### config.mk
export PLATFORM = sky130hd
export DESIGN_NAME = bl_loader
export DESIGN_NICKNAME = d
export VERILOG_FILES = /design/src/rtl/bl_pkg.sv /design/src/rtl/bl_byte_asm.sv /design/src/rtl/bl_loader.sv
export SDC_FILE = /design/constraint.sdc
export NUM_CORES = 1
export LEC_CHECK = 0
export CELL_PAD_IN_SITES_DETAIL_PLACEMENT = 0
export CELL_PAD_IN_SITES_GLOBAL_PLACEMENT = 2
export CORE_UTILIZATION = 38
export DETAILED_ROUTE_END_ITERATION = 16
export DONT_BUFFER_PORTS = 1
export HOLD_SLACK_MARGIN = 0.08
export MAX_ROUTING_LAYER = met4
export PLACE_DENSITY_LB_ADDON = 0.2
export SYNTH_ARGS = -nofsm -noshare
export SYNTH_HDL_FRONTEND = slang
export SYNTH_SLANG_ARGS = --single-unit
export TNS_END_PERCENT = 10
### constraint.sdc
create_clock -name clk -period 5.2 [get_ports clk]
set_clock_uncertainty 0.15 [all_clocks]
set_input_delay 1.04 -clock clk [delete_from_list [all_inputs] [get_ports clk]]
set_output_delay 1.04 -clock clk [all_outputs]
set_load 0.02 [all_outputs]
### src/rtl/bl_pkg.sv
// Shared types and constants for the UART bootloader engine.
package bl_pkg;

  typedef enum logic [2:0] {
    IDLE,
    CNT,
    DATA,
    WRITE,
    CSUM,
    VERIFY,
    RESP,
    DONE
  } bl_state_t;

  localparam logic [7:0] ACK_BYTE     = 8'h06;
  localparam logic [7:0] NAK_BYTE     = 8'h15;
  localparam logic [7:0] SYNC_DEFAULT = 8'hA5;

endpackage

### src/rtl/bl_byte_asm.sv
// Little-endian 4-byte assembler; o_done/o_word are valid in the cycle the 4th byte arrives.
module bl_byte_asm (
  input  logic        clk,
  input  logic        resetn,
  input  logic        i_clr,
  input  logic        i_valid,
  input  logic [7:0]  i_byte,
  output logic        o_done,
  output logic [31:0] o_word
);

  logic [1:0]  r_cnt;
  logic [23:0] r_sh;

  always_ff @(posedge clk) begin
    if (!resetn) begin
      r_cnt <= '0;
      r_sh  <= '0;
    end else if (i_clr) begin
      r_cnt <= '0;
    end else if (i_valid) begin
      r_cnt <= r_cnt + 2'd1;
      r_sh  <= {i_byte, r_sh[23:8]};
    end
  end

  // After three bytes r_sh holds {b2,b1,b0}; the live byte completes the word.
  assign o_done = i_valid && !i_clr && (r_cnt == 2'd3);
  assign o_word = {i_byte, r_sh};

endmodule

### src/rtl/bl_loader.sv
// UART bootloader: receives a framed image, writes it to instruction memory,
// reads it back against a host checksum, answers ACK/NAK and releases the core.
module bl_loader
  import bl_pkg::*;
#(
  parameter int unsigned MAX_WORDS   = 8001,
  parameter int unsigned BASE_WADDR  = 0,
  parameter int unsigned TIMEOUT_CYC = 50_000_000,
  parameter logic [7:0]  SYNC_BYTE   = SYNC_DEFAULT
) (
  input  logic        clk,
  input  logic        resetn,
  input  logic [7:0]  rx_data,
  input  logic        rx_valid,
  output logic [7:0]  tx_data,
  output logic        tx_valid,
  input  logic        tx_ready,
  output logic        mem_we,
  output logic [31:0] mem_waddr,
  output logic [31:0] mem_wdata,
  output logic        mem_rd,
  input  logic [31:0] bl_dout,
  output logic        core_hold,
  output logic        boot_done,
  output logic        err
);

  localparam logic [31:0] BASE = 32'(BASE_WADDR);

  bl_state_t   r_state, w_next;
  logic [31:0] r_count, r_csum, r_acc, r_idx, r_tmo, r_waddr, r_wdata;
  logic [7:0]  r_txdata;
  logic        r_ack, r_err, r_done, r_hold;

  logic        w_in_frame, w_sync, w_tmo, w_last, w_over;
  logic        w_asm_done;
  logic [31:0] w_asm_word, w_acc_next;

  assign w_in_frame = (r_state == CNT) || (r_state == DATA) || (r_state == CSUM);
  // Inside a frame 0xA5 is ordinary payload; an abandoned frame resyncs via timeout.
  assign w_sync     = rx_valid && (rx_data == SYNC_BYTE) &&
                      ((r_state == IDLE) || (r_state == DONE));
  assign w_tmo      = w_in_frame && !rx_valid && (r_tmo == 32'(TIMEOUT_CYC - 1));
  assign w_last     = (r_idx == r_count - 32'd1);
  assign w_over     = (w_asm_word > 32'(MAX_WORDS));
  assign w_acc_next = r_acc + bl_dout;

  bl_byte_asm u_asm (
    .clk     (clk),
    .resetn  (resetn),
    .i_clr   (!w_in_frame),
    .i_valid (rx_valid),
    .i_byte  (rx_data),
    .o_done  (w_asm_done),
    .o_word  (w_asm_word)
  );

  always_ff @(posedge clk) begin
    if (!resetn) r_state <= IDLE;
    else         r_state <= w_next;
  end

  always_comb begin
    w_next = r_state;
    case (r_state)
      IDLE, DONE: if (w_sync) w_next = CNT;
      CNT: begin
        if (w_tmo) w_next = IDLE;
        else if (w_asm_done) begin
          if (w_over)                  w_next = RESP;
          else if (w_asm_word == '0)   w_next = CSUM;
          else                         w_next = DATA;
        end
      end
      DATA: begin
        if (w_tmo)           w_next = IDLE;
        else if (w_asm_done) w_next = WRITE;
      end
      WRITE:  w_next = w_last ? CSUM : DATA;
      CSUM: begin
        if (w_tmo)           w_next = IDLE;
        else if (w_asm_done) w_next = (r_count == '0) ? RESP : VERIFY;
      end
      VERIFY: if (w_last) w_next = RESP;
      RESP:   if (tx_ready) w_next = r_ack ? DONE : IDLE;
      default: w_next = IDLE;
    endcase
  end

  always_ff @(posedge clk) begin
    if (!resetn) begin
      r_count  <= '0;
      r_csum   <= '0;
      r_acc    <= '0;
      r_idx    <= '0;
      r_tmo    <= '0;
      r_waddr  <= BASE;
      r_wdata  <= '0;
      r_txdata <= '0;
      r_ack    <= 1'b0;
      r_err    <= 1'b0;
      r_done   <= 1'b0;
      r_hold   <= 1'b1;
    end else begin
      if (!w_in_frame || rx_valid) r_tmo <= '0;
      else                         r_tmo <= r_tmo + 32'd1;
      if (w_tmo) r_err <= 1'b1;

      case (r_state)
        IDLE, DONE: begin
          if (w_sync) begin
            r_err  <= 1'b0;
            r_done <= 1'b0;
            r_hold <= 1'b1;
          end
        end
        CNT: begin
          if (w_asm_done) begin
            r_count <= w_asm_word;
            r_idx   <= '0;
            r_waddr <= BASE;
            if (w_over) begin
              r_ack    <= 1'b0;
              r_txdata <= NAK_BYTE;
            end
          end
        end
        DATA: if (w_asm_done) r_wdata <= w_asm_word;
        WRITE: begin
          r_waddr <= r_waddr + 32'd1;
          r_idx   <= r_idx + 32'd1;
        end
        CSUM: begin
          if (w_asm_done) begin
            r_csum  <= w_asm_word;
            r_waddr <= BASE;
            r_acc   <= '0;
            r_idx   <= '0;
            if (r_count == '0) begin
              r_ack    <= (w_asm_word == '0);
              r_txdata <= (w_asm_word == '0) ? ACK_BYTE : NAK_BYTE;
            end
          end
        end
        VERIFY: begin
          r_acc   <= w_acc_next;
          r_waddr <= r_waddr + 32'd1;
          r_idx   <= r_idx + 32'd1;
          if (w_last) begin
            r_ack    <= (w_acc_next == r_csum);
            r_txdata <= (w_acc_next == r_csum) ? ACK_BYTE : NAK_BYTE;
          end
        end
        RESP: begin
          if (tx_ready) begin
            if (r_ack) begin
              r_done <= 1'b1;
              r_hold <= 1'b0;
            end else begin
              r_err  <= 1'b1;
            end
          end
        end
        default: ;
      endcase
    end
  end

  assign mem_we    = (r_state == WRITE);
  assign mem_rd    = (r_state == VERIFY);
  assign tx_valid  = (r_state == RESP);
  assign tx_data   = r_txdata;
  assign mem_waddr = r_waddr;
  assign mem_wdata = r_wdata;
  assign core_hold = r_hold;
  assign boot_done = r_done;
  assign err       = r_err;

endmodule

==> results of run 1 <==
cell usage in the layout, fill, tap and decap left out, types with 5 or more instances in the layout:
| cell type | instances |
|---|---|
| sky130_fd_sc_hd__dfxtp_1 | 259 |
| sky130_fd_sc_hd__and2_1 | 13 |
| sky130_fd_sc_hd__a311oi_1 | 7 |
| sky130_fd_sc_hd__nand2b_1 | 11 |
| sky130_fd_sc_hd__nand3_1 | 66 |
| sky130_fd_sc_hd__ha_1 | 37 |
| sky130_fd_sc_hd__o21bai_1 | 5 |
| sky130_fd_sc_hd__o211ai_1 | 8 |
| sky130_fd_sc_hd__nor2_1 | 195 |
| sky130_fd_sc_hd__nand2_1 | 364 |
| sky130_fd_sc_hd__nor2b_1 | 10 |
| sky130_fd_sc_hd__clkbuf_8 | 6 |
| sky130_fd_sc_hd__or3_1 | 24 |
| sky130_fd_sc_hd__buf_4 | 18 |
| sky130_fd_sc_hd__xnor2_1 | 77 |
| sky130_fd_sc_hd__a21o_1 | 12 |
| sky130_fd_sc_hd__a21oi_1 | 201 |
| sky130_fd_sc_hd__or4_1 | 8 |
| sky130_fd_sc_hd__and3_1 | 26 |
| sky130_fd_sc_hd__nor3_1 | 38 |
| sky130_fd_sc_hd__clkinv_2 | 5 |
| sky130_fd_sc_hd__o21ai_0 | 46 |
| sky130_fd_sc_hd__o41ai_1 | 5 |
| sky130_fd_sc_hd__mux2i_1 | 6 |
| sky130_fd_sc_hd__a31oi_1 | 15 |
| sky130_fd_sc_hd__and4_1 | 15 |
| sky130_fd_sc_hd__nor4_1 | 19 |
| sky130_fd_sc_hd__nand4_1 | 39 |
| sky130_fd_sc_hd__clkbuf_16 | 36 |
| sky130_fd_sc_hd__xnor3_1 | 6 |
| sky130_fd_sc_hd__nor4b_1 | 5 |
| sky130_fd_sc_hd__xor2_1 | 83 |
| sky130_fd_sc_hd__o31ai_1 | 5 |
| sky130_fd_sc_hd__inv_1 | 28 |
| sky130_fd_sc_hd__a21boi_0 | 6 |
state kept, by name (all words and copies together), names as in the netlist:
| signal | flops |
|---|---|
| boot_done | 1 |
| r_csum | 32 |
| tx_data | 3 |
| r_idx | 32 |
| r_acc | 32 |
| core_hold | 1 |
| r_tmo | 32 |
| mem_wdata | 32 |
| r_state | 3 |
| r_count | 32 |
| err | 1 |
| u_asm.r_sh | 24 |
| mem_waddr | 32 |
| u_asm.r_cnt | 2 |
where the power goes:
part           total (µW)  switching, µW  internal (µW)
Sequential           2040           36.6           2000
Clock                2450            943           1510
Combinational         259            179           79.8
worst max path at each step:
stage,from,endpoint,slack [ns],depth (start not counted)
after floorplan,bl_dout[0],tx_data[0],0.65,13
after global routing,bl_dout[0],tx_data[0],0.63,13
after global placement,bl_dout[0],tx_data[0],0.41,13
after detailed placement,bl_dout[0],tx_data[0],0.36,13
after CTS,bl_dout[0],tx_data[0],0.93,12
final,bl_dout[0],tx_data[0],0.89,13
stage by stage:
stage	cell area (µm²)	hold WS, ns	std cells	power (µW)	utilization
floorplan	14200	0.280	1851	2270	-
global placement	14500	0.293	2230	2340	0.395
detailed placement	14500	0.302	2230	2340	0.395
CTS	15700	0.313	2291	4820	0.427
global route	15700	0.335	2291	4920	0.427
finish	15700	0.311	2291	4740	0.427
cell type report:
| type | instances | area (µm²) | share of cell area |
|---|---|---|---|
| inverter | 29 | 111 | 0.00711 |
| sequential | 259 | 5180 | 0.331 |
| tap | 468 | 586 | 0.0374 |
| clock inverter | 15 | 180 | 0.0115 |
| clock buffer | 46 | 998 | 0.0637 |
| timing repair buffer | 18 | 135 | 0.00862 |
| multi-input combinational | 1456 | 8480 | 0.541 |
routing by layer:
metal	share of wire	wire length [µm]	vias to the layer above
met5	0	0	-
met4	0.019	805	0
met3	0.053	2240	45
met2	0.45	19200	275
met1	0.48	20300	6000
li1	-	-	6332
worst max-delay path: cells and delay by family:
family	cells	cell delay, ns
simple gates	6	2.22
xor+xnor	2	0.34
compound gates	2	0.40
buf+inv	1	0.05
fa+ha+maj	2	0.55
logic make-up (layout without fill, tap and decap cells):
logic type               Yosys count  in the layout
AND/OR/NAND/NOR                  865            865
flip-flops                       259            259
AO/OA/AOI/OAI                    375            375
multiplexers                       7              7
XOR/XNOR                         167            167
other                              1              4
adder cells (fa/ha/maj)           38             38
buffers and inverters            136            108
==> impl_metrics.sql, run 1 <==
INSERT INTO impl_metrics (metric_group, metric, value, unit) VALUES
('setup_path', 'reg2reg_setup_slack', '1.05', 'ns'),
('floorplanning', 'die_y', '195', 'µm'),
('synth', 'yosysWarningCount', '0', ''),
('synth', 'synthFlopType', 'sky130_fd_sc_hd__dfxtp_1', ''),
('setup_path', 'critical_path.max_fanout', '2', ''),
('finish', 'syn_to_final_growth', '10.5', '%'),
('hold_path', 'worst_hold_path.endpoint', 'r_csum[6]', ''),
('synth', 'ys_ff_latch', '259', ''),
('grt', 'grt_util_met1', '0.305', ''),
('grt', 'grt_total_ovfl', '0', ''),
('clock_network', 'total_clock_buffers_created_by_cts', '35', ''),
('floorplanning', 'initial_core_util', '0.386', ''),
('outcome', 'status', 'finished, final reports clean', ''),
('clock_network', 'clock_tree.buffer_depth', '3', ''),
('grt', 'grt_use_met3', '0.0421', ''),
('hold_path', 'worstHoldPathCells', '2', ''),
('synth', 'post_synth_most_frequent_cells', 'sky130_fd_sc_hd__nand2_1 (365), sky130_fd_sc_hd__dfxtp_1 (259), sky130_fd_sc_hd__a21oi_1 (201), sky130_fd_sc_hd__nor2_1 (197), sky130_fd_sc_hd__xor2_1 (83)', ''),
('setup_path', 'crit-reg2reg-capture', 'tx_data[0]', ''),
('placement', 'pre_cts_slack', '0.355', 'ns'),
('clock_network', 'cts_tree', 'yes', ''),
('synth', 'synth_simple_gate_area_share', '0.284', ''),
('setup_path', 'r2r_start', 'r_acc[0]', ''),
('power_and_ir_drop', 'static_leakage_power', '0.00549', 'µW'),
('synth', 'async_reset_ff_frac', '0', ''),
('setup_path', 'critical_path.startpoint_type', 'input pin', ''),
('setup_path', 'crit_slowest_cell', 'sky130_fd_sc_hd__or4_1', ''),
('route', 'drc', '0', ''),
('flow_run', 'timing.max_cap.violations', '0', ''),
('grt', 'first_global_vias', '11800', ''),
('synth', 'synthesis.area', '0.0142', 'mm²'),
('sta', 'setup_repair_after_global_routing_missed_its_margin', 'false', ''),
('synth', 'synth_edf_count', '0', ''),
('setup_path', 'worstSetupPathType', 'in2reg', ''),
('sta', 'post-route-min-period', '4.31', 'ns'),
('synth', 'synth.area.mux_share', '0.00503', ''),
('sta', 'worst_slack', '0.891', 'ns'),
('clock_network', 'cts_htree_levels', '2', ''),
('finish', 'diodes', '0', ''),
('sta', 'worstMarginPinSlew', '1.13', 'ns'),
('setup_path', 'worstPathArrival', '4.60', 'ns'),
('grt', 'busiest_layer', 'met2', ''),
('setup_path', 'path_cells', 'ha_1 -> inv_1 -> fa_1 -> nand2b_1 -> a21oi_1 -> xor2_1 -> xor2_1 -> or4_1 -> nor4_1 -> nand4b_1 -> or4_1 -> or4_1 -> a31o_1', ''),
('clock_network', 'post_cts_setup_buffer_count', '0', ''),
('setup_path', 'critical-path-max-stage-delay', '0.56', 'ns'),
('power_and_ir_drop', 'ir_drop', '231', 'µV'),
('grt', 'first_pass_grt_wire_length', '67000', 'µm'),
('clock_network', 'worst_skew_pair.late_latency', '0.54', 'ns'),
('sta', 'achievable-frequency', '232', 'MHz'),
('grt', 'grt_start_max_net_pins', '95', ''),
('grt', 'met2_usage', '0.354', ''),
('floorplanning', 'die_area', '0.0381', 'mm²'),
('setup_path', 'timing.critical_path.mode_cell', 'sky130_fd_sc_hd__or4_1', ''),
('placement', 'port_buffers', '0', ''),
('synth', 'main_combinational_cell_family_by_area_after_synthesis', 'simple AND/OR/NAND/NOR gates', ''),
('setup_path', 'timing.critical_path.required', '5.49', 'ns'),
('grt', 'gr-usage-all-layers', '0.228', ''),
('sta', 'fin_tns_setup', '0', 'ns'),
('sta', 'max_slew_margin', '0.248', ''),
('synth', 'synth_compound_area_frac', '0.162', ''),
('finish', 'post_route_cells_drive_above_1_share', '0.0609', ''),
('clock_network', 'cts.sink_count', '259', ''),
('floorplanning', 'die_w', '195', 'µm'),
('synth', 'synth_adder_area_share', '0.0341', ''),
('clock_network', 'clkSlewWorstSetupHoldPaths', '0.06', 'ns'),
('clock_network', 'postCtsResizedCells', '0', ''),
('sta', 'slew_violations', '0', ''),
('finish', 'num-nets-final', '1881', ''),
('synth', 'synth_top_area_frac', '0.366', ''),
('clock_network', 'cts_root_buffer', 'sky130_fd_sc_hd__clkbuf_16', ''),
('placement', 'hpwlAfterDp', '30900', 'µm'),
('sta', 'final.period_utilization', '0.829', '');
Power figures use the tool's default switching activity.
==> run 2: changes to the inputs <==
==> constraint.sdc (replaced) <==
create_clock -name clk -period 4 [get_ports clk]
set_clock_uncertainty 0.15 [all_clocks]
set_input_delay 0.8 -clock clk [delete_from_list [all_inputs] [get_ports clk]]
set_output_delay 0.8 -clock clk [all_outputs]
set_load 0.02 [all_outputs]
==> run 2 against run 1 <==
Against the previous run: critical path depth is 1 lower; sequential share of layout area is 2.0 points lower; sequential power is 29% higher; core utilization is 2.8 points higher; hold slack worse by 0.12 ns; design area is 6.4% higher; clock-buffer cell count is 7 lower; first-iteration DRC count is 29% lower; critical endpoint unchanged.
==> impl_metrics.sql, run 2 (synthesis gave the netlist of run 1 again) <==
INSERT INTO impl_metrics (metric_group, metric, value, unit) VALUES
('power_and_ir_drop', 'ir_drop', '323', 'µV'),
('placement', 'place_inst', '2358', ''),
('sta', 'worst_slack', '0.197', 'ns'),
('finish', 'finish.instance_area', '0.0167', 'mm²'),
('clock_network', 'clkSlewWorstSetupHoldPaths', '0.06', 'ns'),
('flow_run', 'timing.max_cap.violations', '0', ''),
('power_and_ir_drop', 'p_comb_frac', '0.066', ''),
('clock_network', 'hold_buffers', '0', ''),
('power_and_ir_drop', 'netSwitchingPower', '1480', 'µW'),
('finish', 'multi_input_comb_area', '0.00857', 'mm²'),
('finish', 'layout_common_cells', 'sky130_fd_sc_hd__nand2_1 (364), sky130_fd_sc_hd__dfxtp_1 (258), sky130_fd_sc_hd__a21oi_1 (200)', ''),
('finish', 'syn_to_final_growth', '17.6', '%'),
('floorplanning', 'initial_core_util', '0.386', ''),
('setup_path', 'timing.critical_path.mode_cell', 'sky130_fd_sc_hd__or4_4', ''),
('power_and_ir_drop', 'static_leakage_power', '0.00613', 'µW'),
('power_and_ir_drop', 'cellInternalPower', '4630', 'µW'),
('grt', 'grt_start_max_net_pins', '79', ''),
('placement', 'hpwlAfterDp', '32000', 'µm'),
('route', 'finalWirelength', '43800', 'µm'),
('clock_network', 'cts_htree_levels', '1', ''),
('finish', 'diodes', '0', ''),
('route', 'drt_first_pass_iters', '5', ''),
('route', 'vias_per_cell', '5.40', ''),
('grt', 'first_pass_grt_wire_length', '69800', 'µm'),
('finish', 'num-nets-final', '2006', ''),
('setup_path', 'crit_slowest_cell', 'sky130_fd_sc_hd__or4_1', ''),
('setup_path', 'critical-path-max-stage-delay', '0.55', 'ns'),
('setup_path', 'setup_crit_end_kind', 'flip-flop', ''),
('placement', 'port_buffers', '0', ''),
('sta', 'final.period_utilization', '0.951', ''),
('setup_path', 'r2r_start', 'r_acc[0]', ''),
('sta', 'setup_repair_after_global_routing_missed_its_margin', 'false', ''),
('floorplanning', 'die_area', '0.0381', 'mm²'),
('grt', 'first_global_vias', '12500', ''),
('sta', 'report.final.hold_viol_count', '0', ''),
('power_and_ir_drop', 'switching_share', '0.242', ''),
('route', 'vias', '13100', ''),
('setup_path', 'startpoint', 'r_acc[0]', ''),
('finish', 'layout.filler_cells', '3752', ''),
('hold_path', 'hold_class', 'in2reg', ''),
('setup_path', 'path_buf_inv', '1', ''),
('finish', 'layout.cells.most_common', 'sky130_fd_sc_hd__nand2_1', ''),
('placement', 'detailed_place.area', '0.0155', 'mm²'),
('sta', 'fin_tns_setup', '0', 'ns'),
('finish', 'post_route_cells_drive_above_1_share', '0.131', ''),
('setup_path', 'path_cells', 'ha_4 -> inv_2 -> fa_2 -> xnor2_1 -> nor4_2 -> nand4_1 -> or4_4 -> nor4_4 -> nand4b_1 -> or4_1 -> or4_4 -> a31o_1', ''),
('sta', 'max_slew_margin', '0.401', ''),
('clock_network', 'clock_tree.buffer_depth', '3', ''),
('grt', 'antenna_found_initial', '0', ''),
('route', 'wl_per_cell', '18.1', 'µm'),
('setup_path', 'cell_type_group_with_the_largest_total_delay_on_the_critical_path', 'simple AND/OR/NAND/NOR gates', ''),
('setup_path', 'critical_path.startpoint_type', 'flip-flop', ''),
('outcome', 'status', 'finished, final reports clean', ''),
('setup_path', 'worstSetupPathType', 'reg2reg', ''),
('finish', 'sequential_cell_area', '0.00519', 'mm²'),
('grt', 'grt_total_ovfl', '0', ''),
('sta', 'worstMarginPinSlew', '0.896', 'ns'),
('floorplanning', 'fp.coreArea', '0.0367', 'mm²'),
('sta', 'setup-violations-final', '0', ''),
('clock_network', 'cts_root_buffer', 'sky130_fd_sc_hd__clkbuf_16', ''),
('power_and_ir_drop', 'clock_power_share', '0.503', ''),
('route', 'drt-initial-drc-count', '597', ''),
('finish', 'finish.cell_count_without_fillers', '2416', ''),
('setup_path', 'timing.critical_path.required', '4.32', 'ns'),
('power_and_ir_drop', 'seqPwrFrac', '0.431', ''),
('setup_path', 'critical_path.max_fanout', '2', ''),
('route', 'drc', '0', ''),
('floorplanning', 'standard_cell_rows', '70', ''),
('sta', 'slew_violations', '0', ''),
('floorplanning', 'die_y', '195', 'µm'),
('placement', 'pre_cts_slack', '-0.427', 'ns'),
('floorplanning', 'ioPinCount', '122', ''),
('placement', 'routabilityCongestion', '0.889', ''),
('setup_path', 'worstPathArrival', '4.13', 'ns'),
('floorplanning', 'die_w', '195', 'µm'),
('grt', 'gr-usage-all-layers', '0.235', ''),
('clock_network', 'cts_tree', 'yes', ''),
('hold_path', 'holdCritStartpoint', 'resetn', ''),
('clock_network', 'cts.sink_count', '259', ''),
('sta', 'post-route-min-period', '3.80', 'ns'),
('clock_network', 'worst_skew_pair.late_latency', '0.58', 'ns'),
('sta', 'achievable-frequency', '263', 'MHz'),
('clock_network', 'total_clock_buffers_created_by_cts', '31', ''),
('power_and_ir_drop', 'pwr_density_cell', '366', 'mW/mm²'),
('route', 'ant_nets', '0', '');
run 2: path summary, 6_finish.rpt:
| check | to | slack, ns | cells after the start |
|---|---|---|---|
| worst max-delay path | tx_data[0] | 0.20 | 12 |
| worst min-delay path | r_acc[7] | 0.20 | 1 |
| worst max register to register | tx_data[0] | 0.20 | 12 |
| worst min register to register | r_csum[25] | 0.30 | 2 |
run 2: routing by layer:
layer,vias to the layer above,share of wire,global-route usage
li1,6570,-,-
met1,6185,0.49,0.318
met2,234,0.45,0.369
met3,61,0.040,0.0320
met4,0,0.025,0.0612
met5,-,0,-
run 2: cell type report:
class	instances	area share
sequential	259	0.311
clock buffer	39	0.0531
tap	468	0.0351
timing repair buffer	147	0.0662
clock inverter	18	0.0144
multi-input combinational	1456	0.514
inverter	29	0.00668
run 2: worst register-to-register path: stages (launching register included):
cell and delay, ns:
sky130_fd_sc_hd__dfxtp_2 0.33, sky130_fd_sc_hd__ha_4 0.16, sky130_fd_sc_hd__inv_2 0.05, sky130_fd_sc_hd__fa_2 0.45, sky130_fd_sc_hd__xnor2_1 0.15, sky130_fd_sc_hd__nor4_2 0.35, sky130_fd_sc_hd__nand4_1 0.14, sky130_fd_sc_hd__or4_4 0.45
sky130_fd_sc_hd__nor4_4 0.14, sky130_fd_sc_hd__nand4b_1 0.15, sky130_fd_sc_hd__or4_1 0.55, sky130_fd_sc_hd__or4_4 0.44, sky130_fd_sc_hd__a31o_1 0.18
run 2: power groups by stage:
stage	Sequential, µW	Clock (µW)	Combinational [µW]
finish	2630	3070	405
global placement	2690	0	401
global route	2640	3250	451
CTS	2640	3160	403
floorplan	2680	0	277
detailed placement	2690	0	400
run 2: metrics by stage:
| step | util | hold WS (ns) | total power (µW) |
|---|---|---|---|
| after floorplan | - | 0.280 | 2950 |
| after global placement | 0.423 | 0.293 | 3090 |
| after detailed placement | 0.423 | 0.300 | 3090 |
| after CTS | 0.454 | 0.159 | 6200 |
| after global routing | 0.455 | 0.181 | 6340 |
| final | 0.455 | 0.196 | 6110 |
run 2: timing repair:
action,CTS,global route
setup endpoints to repair,1,2
endpoints found under the hold margin,0,0
gates resized for setup,1,7
gates cloned,0,0
setup buffers,0,1
pin swaps,0,6
==> run 3: changes to the inputs <==
--- a/config.mk
+++ b/config.mk
@@ -10,6 +10,7 @@
 export CORE_UTILIZATION = 38
 export DETAILED_ROUTE_END_ITERATION = 16
 export DONT_BUFFER_PORTS = 1
+export GPL_ROUTABILITY_DRIVEN = 0
 export HOLD_SLACK_MARGIN = 0.08
 export MAX_ROUTING_LAYER = met4
 export PLACE_DENSITY_LB_ADDON = 0.2
==> run 3 against run 2 <==
Against the previous run: via count decreased by 0.52%; largest power group unchanged; combinational power up 1%; register-to-register slack is essentially flat; critical path depth is the same; critical path type unchanged; final cell count fell by 0.29%.
==> impl_metrics.sql, run 3 (synthesis gave the netlist of run 1 again) <==
INSERT INTO impl_metrics (metric_group, metric, value, unit) VALUES
('clock_network', 'clock_tree.buffer_depth', '3', ''),
('grt', 'grt_start_max_net_pins', '70', ''),
('finish', 'layout.cells.most_common', 'sky130_fd_sc_hd__nand2_1', ''),
('sta', 'setup-violations-final', '0', ''),
('setup_path', 'timing.critical_path.required', '4.31', 'ns'),
('sta', 'slew_violations', '0', ''),
('sta', 'max_slew_margin', '0.305', ''),
('clock_network', 'cts_htree_levels', '1', ''),
('placement', 'hpwlAfterDp', '32000', 'µm'),
('setup_path', 'worstSetupPathType', 'reg2reg', ''),
('finish', 'multi_input_comb_area', '0.00858', 'mm²'),
('setup_path', 'crit-reg2reg-capture', 'tx_data[0]', ''),
('clock_network', 'clkSlewWorstSetupHoldPaths', '0.06', 'ns'),
('power_and_ir_drop', 'pwr_density_cell', '352', 'mW/mm²'),
('clock_network', 'cts.sink_count', '259', ''),
('grt', 'first_global_vias', '12500', ''),
('sta', 'worst_slack', '0.206', 'ns'),
('route', 'ant_nets', '0', ''),
('setup_path', 'worstPathArrival', '4.11', 'ns'),
('route', 'drc', '0', ''),
('finish', 'finish.instance_area', '0.0165', 'mm²'),
('setup_path', 'worstRegToRegCells', '12', ''),
('sta', 'final.period_utilization', '0.949', ''),
('sta', 'setup_repair_after_global_routing_missed_its_margin', 'false', ''),
('route', 'drt-initial-drc-count', '789', ''),
('route', 'drt_first_pass_iters', '6', ''),
('outcome', 'status', 'finished, final reports clean', ''),
('floorplanning', 'fp.coreArea', '0.0367', 'mm²'),
('hold_path', 'worst_hold_path.endpoint', 'u_asm.r_sh[19]', ''),
('clock_network', 'cts_tree', 'yes', ''),
('finish', 'layout_common_cells', 'sky130_fd_sc_hd__nand2_1 (364), sky130_fd_sc_hd__dfxtp_1 (258), sky130_fd_sc_hd__a21oi_1 (200)', ''),
('placement', 'pre_cts_slack', '-0.463', 'ns'),
('flow_run', 'timing.max_cap.violations', '0', ''),
('grt', 'first_pass_grt_wire_length', '70300', 'µm'),
('setup_path', 'critical_path.startpoint_type', 'flip-flop', ''),
('floorplanning', 'initial_core_util', '0.386', ''),
('grt', 'grt_total_ovfl', '0', ''),
('clock_network', 'cts_root_buffer', 'sky130_fd_sc_hd__clkbuf_16', ''),
('sta', 'worstMarginPinSlew', '1.04', 'ns'),
('sta', 'fin_tns_setup', '0', 'ns'),
('grt', 'antenna_found_initial', '0', ''),
('finish', 'finish.cell_count_without_fillers', '2409', ''),
('floorplanning', 'die_area', '0.0381', 'mm²'),
('route', 'finalWirelength', '43400', 'µm'),
('finish', 'syn_to_final_growth', '16.6', '%'),
('clock_network', 'total_clock_buffers_created_by_cts', '30', ''),
('setup_path', 'setup_crit_end_kind', 'flip-flop', ''),
('sta', 'post-route-min-period', '3.79', 'ns'),
('floorplanning', 'die_y', '195', 'µm'),
('clock_network', 'worst_skew_pair.late_latency', '0.57', 'ns'),
('placement', 'place_inst', '2355', ''),
('setup_path', 'critical_path.max_fanout', '2', ''),
('finish', 'sequential_cell_area', '0.00519', 'mm²'),
('power_and_ir_drop', 'ir_drop', '316', 'µV'),
('route', 'vias', '13000', ''),
('hold_path', 'hold_class', 'in2reg', ''),
('floorplanning', 'die_w', '195', 'µm'),
('clock_network', 'hold_buffers', '0', ''),
('floorplanning', 'ioPinCount', '122', ''),
('grt', 'gr-usage-all-layers', '0.235', ''),
('setup_path', 'r2r_start', 'r_acc[0]', ''),
('power_and_ir_drop', 'static_leakage_power', '0.00605', 'µW'),
('placement', 'port_buffers', '0', ''),
('finish', 'layout.filler_cells', '3725', ''),
('finish', 'diodes', '0', ''),
('sta', 'achievable-frequency', '264', 'MHz'),
('hold_path', 'worstHoldPathCells', '2', ''),
('sta', 'report.final.hold_viol_count', '0', ''),
('route', 'vias_per_cell', '5.39', ''),
('route', 'wl_per_cell', '18.0', 'µm'),
('placement', 'detailed_place.area', '0.0155', 'mm²'),
('setup_path', 'reg2reg_setup_slack', '0.21', 'ns'),
('finish', 'num-nets-final', '2001', ''),
('finish', 'post_route_cells_drive_above_1_share', '0.125', ''),
('floorplanning', 'standard_cell_rows', '70', ''),
('hold_path', 'holdCritStartpoint', 'rx_data[3]', '');
run 3: changes by cell type in the layout (fill, tap and decap cells not counted), sizes merged:
cell,previous run,this run
clkbuf,39,47
buf,147,143
bufinv,5,2
clkinv,7,4
clkinvlp,4,1
inv,31,29
run 3: layout make-up:
class / instances / share of cell area
clock buffer: 47 / 0.0548
tap: 468 / 0.0354
sequential: 259 / 0.314
multi-input combinational: 1456 / 0.519
timing repair buffer: 143 / 0.0649
inverter: 29 / 0.00673
clock inverter: 7 / 0.00552
run 3: through the flow:
| stage | hold WS (ns) | util | total power, µW |
|---|---|---|---|
| 3_3_place_gp | 0.292 | 0.422 | 3100 |
| 5_1_grt | 0.191 | 0.451 | 6050 |
| 4_1_cts | 0.175 | 0.450 | 5910 |
| 3_5_place_dp | 0.306 | 0.422 | 3100 |
| 2_1_floorplan | 0.280 | - | 2950 |
| 6_report | 0.212 | 0.451 | 5820 |
run 3: worst max path at each step:
stage                from         end
2_1_floorplan  bl_dout[0]  tx_data[0]
3_3_place_gp   bl_dout[3]  tx_data[0]
3_5_place_dp   bl_dout[0]  tx_data[0]
4_1_cts          r_acc[0]  tx_data[0]
5_1_grt          r_acc[0]  tx_data[0]
6_report         r_acc[0]  tx_data[0]
run 3: worst max-delay path, cell delays in order, from the launching register on:
cell,delay [ns]
sky130_fd_sc_hd__dfxtp_2,0.33
sky130_fd_sc_hd__ha_4,0.16
sky130_fd_sc_hd__inv_2,0.05
sky130_fd_sc_hd__fa_2,0.45
sky130_fd_sc_hd__xnor2_1,0.16
sky130_fd_sc_hd__nor4_2,0.36
sky130_fd_sc_hd__nand4_1,0.14
sky130_fd_sc_hd__or4_4,0.45
sky130_fd_sc_hd__nor4_4,0.14
sky130_fd_sc_hd__nand4b_1,0.15
sky130_fd_sc_hd__or4_1,0.55
sky130_fd_sc_hd__or4_4,0.43
sky130_fd_sc_hd__a31o_1,0.18
run 3: where the power goes:
part           leakage [µW]  total [µW]  switching (µW)  internal (µW)
logic               0.00347         410             260            150
clock network      0.000487        2770            1110           1670
registers           0.00209        2630            34.9           2600
run 3: routing by layer:
layer	vias up	GRT usage	part of all wire
li1	6557	-	-
met1	6121	0.317	0.48
met2	239	0.362	0.45
met3	65	0.0425	0.048
met4	0	0.0610	0.027
met5	-	-	0
run 3: what timing repair did:
action | in CTS | in global routing
pin swaps | 0 | 6
gates resized for setup | 1 | 9
gates cloned | 0 | 0
setup buffers | 0 | 0
endpoints found under the setup margin | 1 | 4
